<file path="config.mk">
export PLATFORM = sky130hd
export DESIGN_NAME = ntt_poly_io
export DESIGN_NICKNAME = d
export VERILOG_FILES = /design/src/rtl/ntt_poly_io.sv
export SDC_FILE = /design/constraint.sdc
export NUM_CORES = 1
export LEC_CHECK = 0
export CAP_MARGIN = 25
export CORE_AREA = 2 2 114 116
export DETAILED_ROUTE_END_ITERATION = 7
export DIE_AREA = 0 0 116 118
export GPL_ROUTABILITY_DRIVEN = 0
export GPL_TIMING_DRIVEN = 0
export PLACE_DENSITY = 0.83
export SYNTH_ARGS = -nofsm -noshare
export SYNTH_HDL_FRONTEND = slang
export SYNTH_SLANG_ARGS = --single-unit
</file>
<file path="constraint.sdc">
create_clock -name clk -period 3.5 [get_ports clk]
set_input_delay 0.7 -clock clk [delete_from_list [all_inputs] [get_ports clk]]
set_output_delay 0.7 -clock clk [all_outputs]
set_load 0.1 [all_outputs]
</file>
<file path="src/rtl/ntt_poly_io.sv">
// rtl/ntt_poly_io.sv - host load/unload controller for the NTT/INTT core.
// Loads one polynomial into coefficient RAM, launches the core, then drains results to a stream.
module ntt_poly_io #(
  parameter int N_COEFF      = 256,
  parameter int WIDTH_ADDR   = 8,
  parameter int WIDTH        = 32,
  parameter int Q            = 3329,
  parameter int START_CYCLES = 2
) (
  input  logic                  clk,
  input  logic                  rst_n,
  input  logic                  is_ntt_in,
  input  logic                  s_valid,
  output logic                  s_ready,
  input  logic [WIDTH-1:0]      s_data,
  output logic                  m_valid,
  input  logic                  m_ready,
  output logic [WIDTH-1:0]      m_data,
  output logic                  m_last,
  output logic                  ram_sel,
  output logic                  ram_we,
  output logic [WIDTH_ADDR-1:0] ram_addr,
  output logic [WIDTH-1:0]      ram_wdata,
  input  logic [WIDTH-1:0]      ram_rdata,
  output logic                  core_start,
  output logic                  core_is_ntt,
  input  logic                  core_done_store,
  output logic                  busy,
  output logic                  done
);

  typedef enum logic [2:0] {S_IDLE, S_LOAD, S_KICK, S_WAIT, S_DRAIN} state_t;

  localparam logic [WIDTH_ADDR-1:0] LAST      = WIDTH_ADDR'(N_COEFF - 1);
  localparam logic [7:0]            KICK_LAST = 8'(START_CYCLES - 1);
  localparam logic [11:0]           Q12       = 12'(Q);

  state_t                state;
  logic [WIDTH_ADDR-1:0] cnt;
  logic [WIDTH_ADDR:0]   rd_cnt;
  logic [WIDTH_ADDR-1:0] out_cnt;
  logic [7:0]            kick_cnt;
  logic                  in_flight;
  logic [WIDTH-1:0]      fifo [2];
  logic                  wr_ptr;
  logic                  rd_ptr;
  logic [1:0]            occ;

  logic                  loading;
  logic                  s_fire;
  logic                  m_fire;
  logic                  issue;
  logic [2:0]            occ_eff;
  logic [11:0]           coeff;

  always_comb begin
    loading   = (state == S_IDLE) || (state == S_LOAD);
    s_ready   = rst_n && loading;
    ram_sel   = rst_n && (loading || (state == S_DRAIN));
    s_fire    = s_valid && s_ready;
    ram_we    = s_fire;
    coeff     = s_data[11:0];
    if (coeff >= Q12) coeff = coeff - Q12;
    ram_wdata = {{(WIDTH-12){1'b0}}, coeff};
    m_valid   = (occ != 2'd0);
    m_data    = fifo[rd_ptr];
    m_last    = m_valid && (out_cnt == LAST);
    m_fire    = m_valid && m_ready;
    done      = m_fire && m_last;
    // Credit the beat leaving this cycle so a full-rate drain keeps one read in flight.
    occ_eff   = {1'b0, occ} + {2'b0, in_flight} - {2'b0, m_fire};
    issue     = (state == S_DRAIN) && !rd_cnt[WIDTH_ADDR] && (occ_eff < 3'd2);
    ram_addr  = (state == S_DRAIN) ? rd_cnt[WIDTH_ADDR-1:0] : cnt;
    busy      = (state != S_IDLE);
  end

  always_ff @(posedge clk or negedge rst_n) begin
    if (!rst_n) begin
      state       <= S_IDLE;
      cnt         <= '0;
      rd_cnt      <= '0;
      out_cnt     <= '0;
      kick_cnt    <= '0;
      core_start  <= 1'b0;
      core_is_ntt <= 1'b0;
      in_flight   <= 1'b0;
      occ         <= 2'd0;
      wr_ptr      <= 1'b0;
      rd_ptr      <= 1'b0;
      fifo[0]     <= '0;
      fifo[1]     <= '0;
    end else begin
      in_flight <= issue;
      if (issue) rd_cnt <= rd_cnt + 1'b1;
      if (in_flight) begin
        fifo[wr_ptr] <= ram_rdata;
        wr_ptr       <= ~wr_ptr;
      end
      if (m_fire) begin
        rd_ptr  <= ~rd_ptr;
        out_cnt <= out_cnt + 1'b1;
      end
      occ <= occ + {1'b0, in_flight} - {1'b0, m_fire};

      case (state)
        S_IDLE: begin
          if (s_fire) begin
            core_is_ntt <= is_ntt_in;
            cnt         <= 1;
            state       <= S_LOAD;
          end
        end
        S_LOAD: begin
          if (s_fire) begin
            cnt <= cnt + 1'b1;
            if (cnt == LAST) begin
              cnt        <= '0;
              kick_cnt   <= '0;
              core_start <= 1'b1;
              state      <= S_KICK;
            end
          end
        end
        S_KICK: begin
          kick_cnt <= kick_cnt + 8'd1;
          if (kick_cnt == KICK_LAST) begin
            core_start <= 1'b0;
            state      <= S_WAIT;
          end
        end
        S_WAIT: begin
          if (core_done_store) begin
            rd_cnt  <= '0;
            out_cnt <= '0;
            state   <= S_DRAIN;
          end
        end
        S_DRAIN: begin
          if (done) state <= S_IDLE;
        end
        default: state <= S_IDLE;
      endcase
    end
  end

endmodule

</file>
==> qor.txt <==
Setup WS post-layout = 0.01933 ns
Async S/R FF share, synth = 100.0%
Core Rows = 41
min Tclk post-route = 3.481 ns
dpl ws = -1.391 ns
Post-synth top cells = 107 x dfrtp_1, 97 x mux2_2, 53 x nand2_1
ant diodes = 0
top cell type by total area after synthesis = dfrtp_1
main combinational cell family by area after synthesis = multiplexers
Ports = 151
initial antenna violation count = 0
largest net degree at the start of global routing = 74
Most used DFF post-synth = dfrtp_1
# DRC = 0
setup violators final = 0
DR vias = 4,133
DR WL/cell = 14.93 µm
area grow syn2layout = 31.18%
DR vias/cell = 5.115
RSZ-0062 raised after global routing = yes
layout cells sized above 1 = 27.67%
Max H-tree Level = 3
worst slew pin tran = 1.017 ns
clk slew on worst S/H paths = 0.08 ns
FMAX = 287.3 MHz
GRT Total Usage = 18.15%
Unique masters post-synth = 53
DRT iter0 DRCs = 193
core area = 12,410 µm²
critical path required time = 2.80 ns
fillers = 1,068
Hold Path Class = input port to asynchronous set/reset pin
Die Y = 118 µm
startpoint types = input port
register bit total from synthesis = 107
TritonCTS clock tree = yes
Initial Util = 44.25%
nets = 710
drt first pass iters = 4
# clock sinks = 107
count leader, synth = dfrtp_1
vias in the first global route = 4,292
post-synthesis compound-gate area fraction = 5.239%
Detail Placement HPWL = 8971 µm
Synth Area in XOR/XNOR = 4.146%
post-synthesis mux area share = 20.80%
max-slew violation count = 0
outcome = complete, no violations
Port Buffer Count = 110
WL final = 12,070 µm
first-pass GRT wire length = 20,090 µm
Slew headroom = 32.00%
Syn Std Cell Area = 5493 µm²
CP Max Fanout = 4
register area = 2678 µm²
share of the synthesized area in the top cell type = 48.75%
CP Class = input port to primary output
Synth area leaders = dfrtp_1 49%, mux2_2 20%, nand2_1 3.6%
Multi-input gate area = 2721 µm²
maximum root-to-sink buffer count = 2
Hold Fails Final Rpt = 0
GR Overflow Total = 0
synth warn = 0
Setup Skew = 0.01266 ns
full die area = 13,690 µm²
Final period util = 99.45%
Num CTS Buffers = 9
Mapped Cells = 490
max_cap viols = 0
clock root buffer = clkbuf_16
Avg Synthesized Cell Area = 11.21 µm²
antenna-violating nets left = 0
postcts setup bufs = 0
Simple-Gate Fraction of Synth Area = 13.87%
sequential share of the synthesized area = 48.75%
Worst Path Arrival = 2.78 ns
Post-synth EDFFs = 0
fraction of the mapped netlist area in adder cells = 2.187%
Critical Path End Type = primary output
Die Wd = 116 µm
Clk Latency, worst-skew pair = 0.35 ns
==> worst max-delay path, cell delays in order <==
cell,delay [ns]
clkdlybuf4s50_1,0.51
nor4_4,0.33
nand2_2,0.10
or4b_2,0.70
mux2i_2,0.19
buf_6,0.25
==> registers in the layout (all words and copies together) (netlist names), 2 cells and up <==
signal    count
cnt           8
fifo         64
kick_cnt      8
occ           2
out_cnt       8
rd_cnt        9
state         3
==> what timing repair did <==
item / 4_1_cts / 5_1_grt
resized for setup: 121 / 24
setup endpoints to repair: 51 / 9
pin swaps: 0 / 1
hold buffers: 0 / 0
==> routing by layer <==
metal / GRT usage, % / vias to the layer above / part of all wire [%]
met1: 23.08 / 2022 / 43
met3: 3.038 / 14 / 5.6
met4: 5.432 / 0 / 1.3
met2: 31.43 / 135 / 50
met5: 0 / - / 0
li1: - / 1962 / -
==> layout make-up <==
| class | count | area share (%) |
|---|---|---|
| Tap cell | 172 | 2.987 |
| Sequential cell | 107 | 37.16 |
| Inverter | 10 | 0.5209 |
| Timing Repair Buffer | 111 | 14.29 |
| Clock inverter | 7 | 0.9029 |
| Clock buffer | 9 | 3.126 |
| Multi-Input combinational cell | 350 | 37.77 |
| Buffer | 42 | 3.247 |
==> cell families (layout without fill, tap and decap cells) <==
family / after synthesis / after routing
AO/OA/AOI/OAI: 46 / 46
flip-flops: 107 / 107
multiplexers: 102 / 102
AND/OR/NAND/NOR: 147 / 147
adder cells (fa/ha/maj): 9 / 9
XOR/XNOR: 26 / 26
buffers and inverters: 52 / 179
other: 1 / 20
==> stage by stage <==
step | cells | hold slack (ns) | cell area (µm²) | TNS (ns) | util, %
global route | 808 | 0.3496 | 7206 | -0.06072 | 58.04
floorplan | 509 | 0.4044 | 5618 | -2.076 | -
detailed placement | 792 | 0.4863 | 6959 | -13.26 | 56.06
global placement | 791 | 0.4768 | 6934 | -321.90 | 55.86
finish | 808 | 0.3247 | 7206 | 0 | 58.04
CTS | 808 | 0.3264 | 7216 | -0.1833 | 58.12
==> worst paths after layout <==
check	from	endpoint	slack (ns)	cells after the start
min in group clk	wr_ptr$_DFFE_PN0P_	wr_ptr$_DFFE_PN0P_	0.50	1
max	s_data[3]	ram_wdata[9]	0.02	6
max reg2reg	occ[1]$_DFF_PN0_	rd_cnt[7]$_DFF_PN0_	0.51	10
min reg2reg	wr_ptr$_DFFE_PN0P_	wr_ptr$_DFFE_PN0P_	0.50	1
max in group asynchronous	rst_n	rd_ptr$_DFFE_PN0P_	2.45	2
min	rst_n	core_is_ntt$_DFFE_PN0P_	0.32	1
==> cell usage in the layout (no fill, tap or decap), types with 5 or more instances in the layout <==
cell | Yosys | routed
xor2_1 | 16 | 13
conb_1 | 1 | 20
clkdlybuf4s50_1 | 0 | 52
nor2_1 | 25 | 25
clkbuf_1 | 15 | 15
buf_1 | 6 | 6
nand3_1 | 7 | 7
nand2_1 | 53 | 52
inv_1 | 10 | 10
o21ai_0 | 12 | 11
buf_2 | 1 | 5
clkbuf_2 | 0 | 8
buf_4 | 20 | 27
dfrtp_1 | 107 | 107
dlygate4sd2_1 | 0 | 31
clkbuf_16 | 0 | 9
ha_1 | 8 | 8
nand4_1 | 6 | 6
a21oi_1 | 12 | 12
xnor2_1 | 10 | 7
mux2_2 | 97 | 97
nor3_1 | 10 | 10
Power is left out: the tool's default activity adds up to more than one toggle a clock period on the data nets, which glitch-free logic cannot reach.
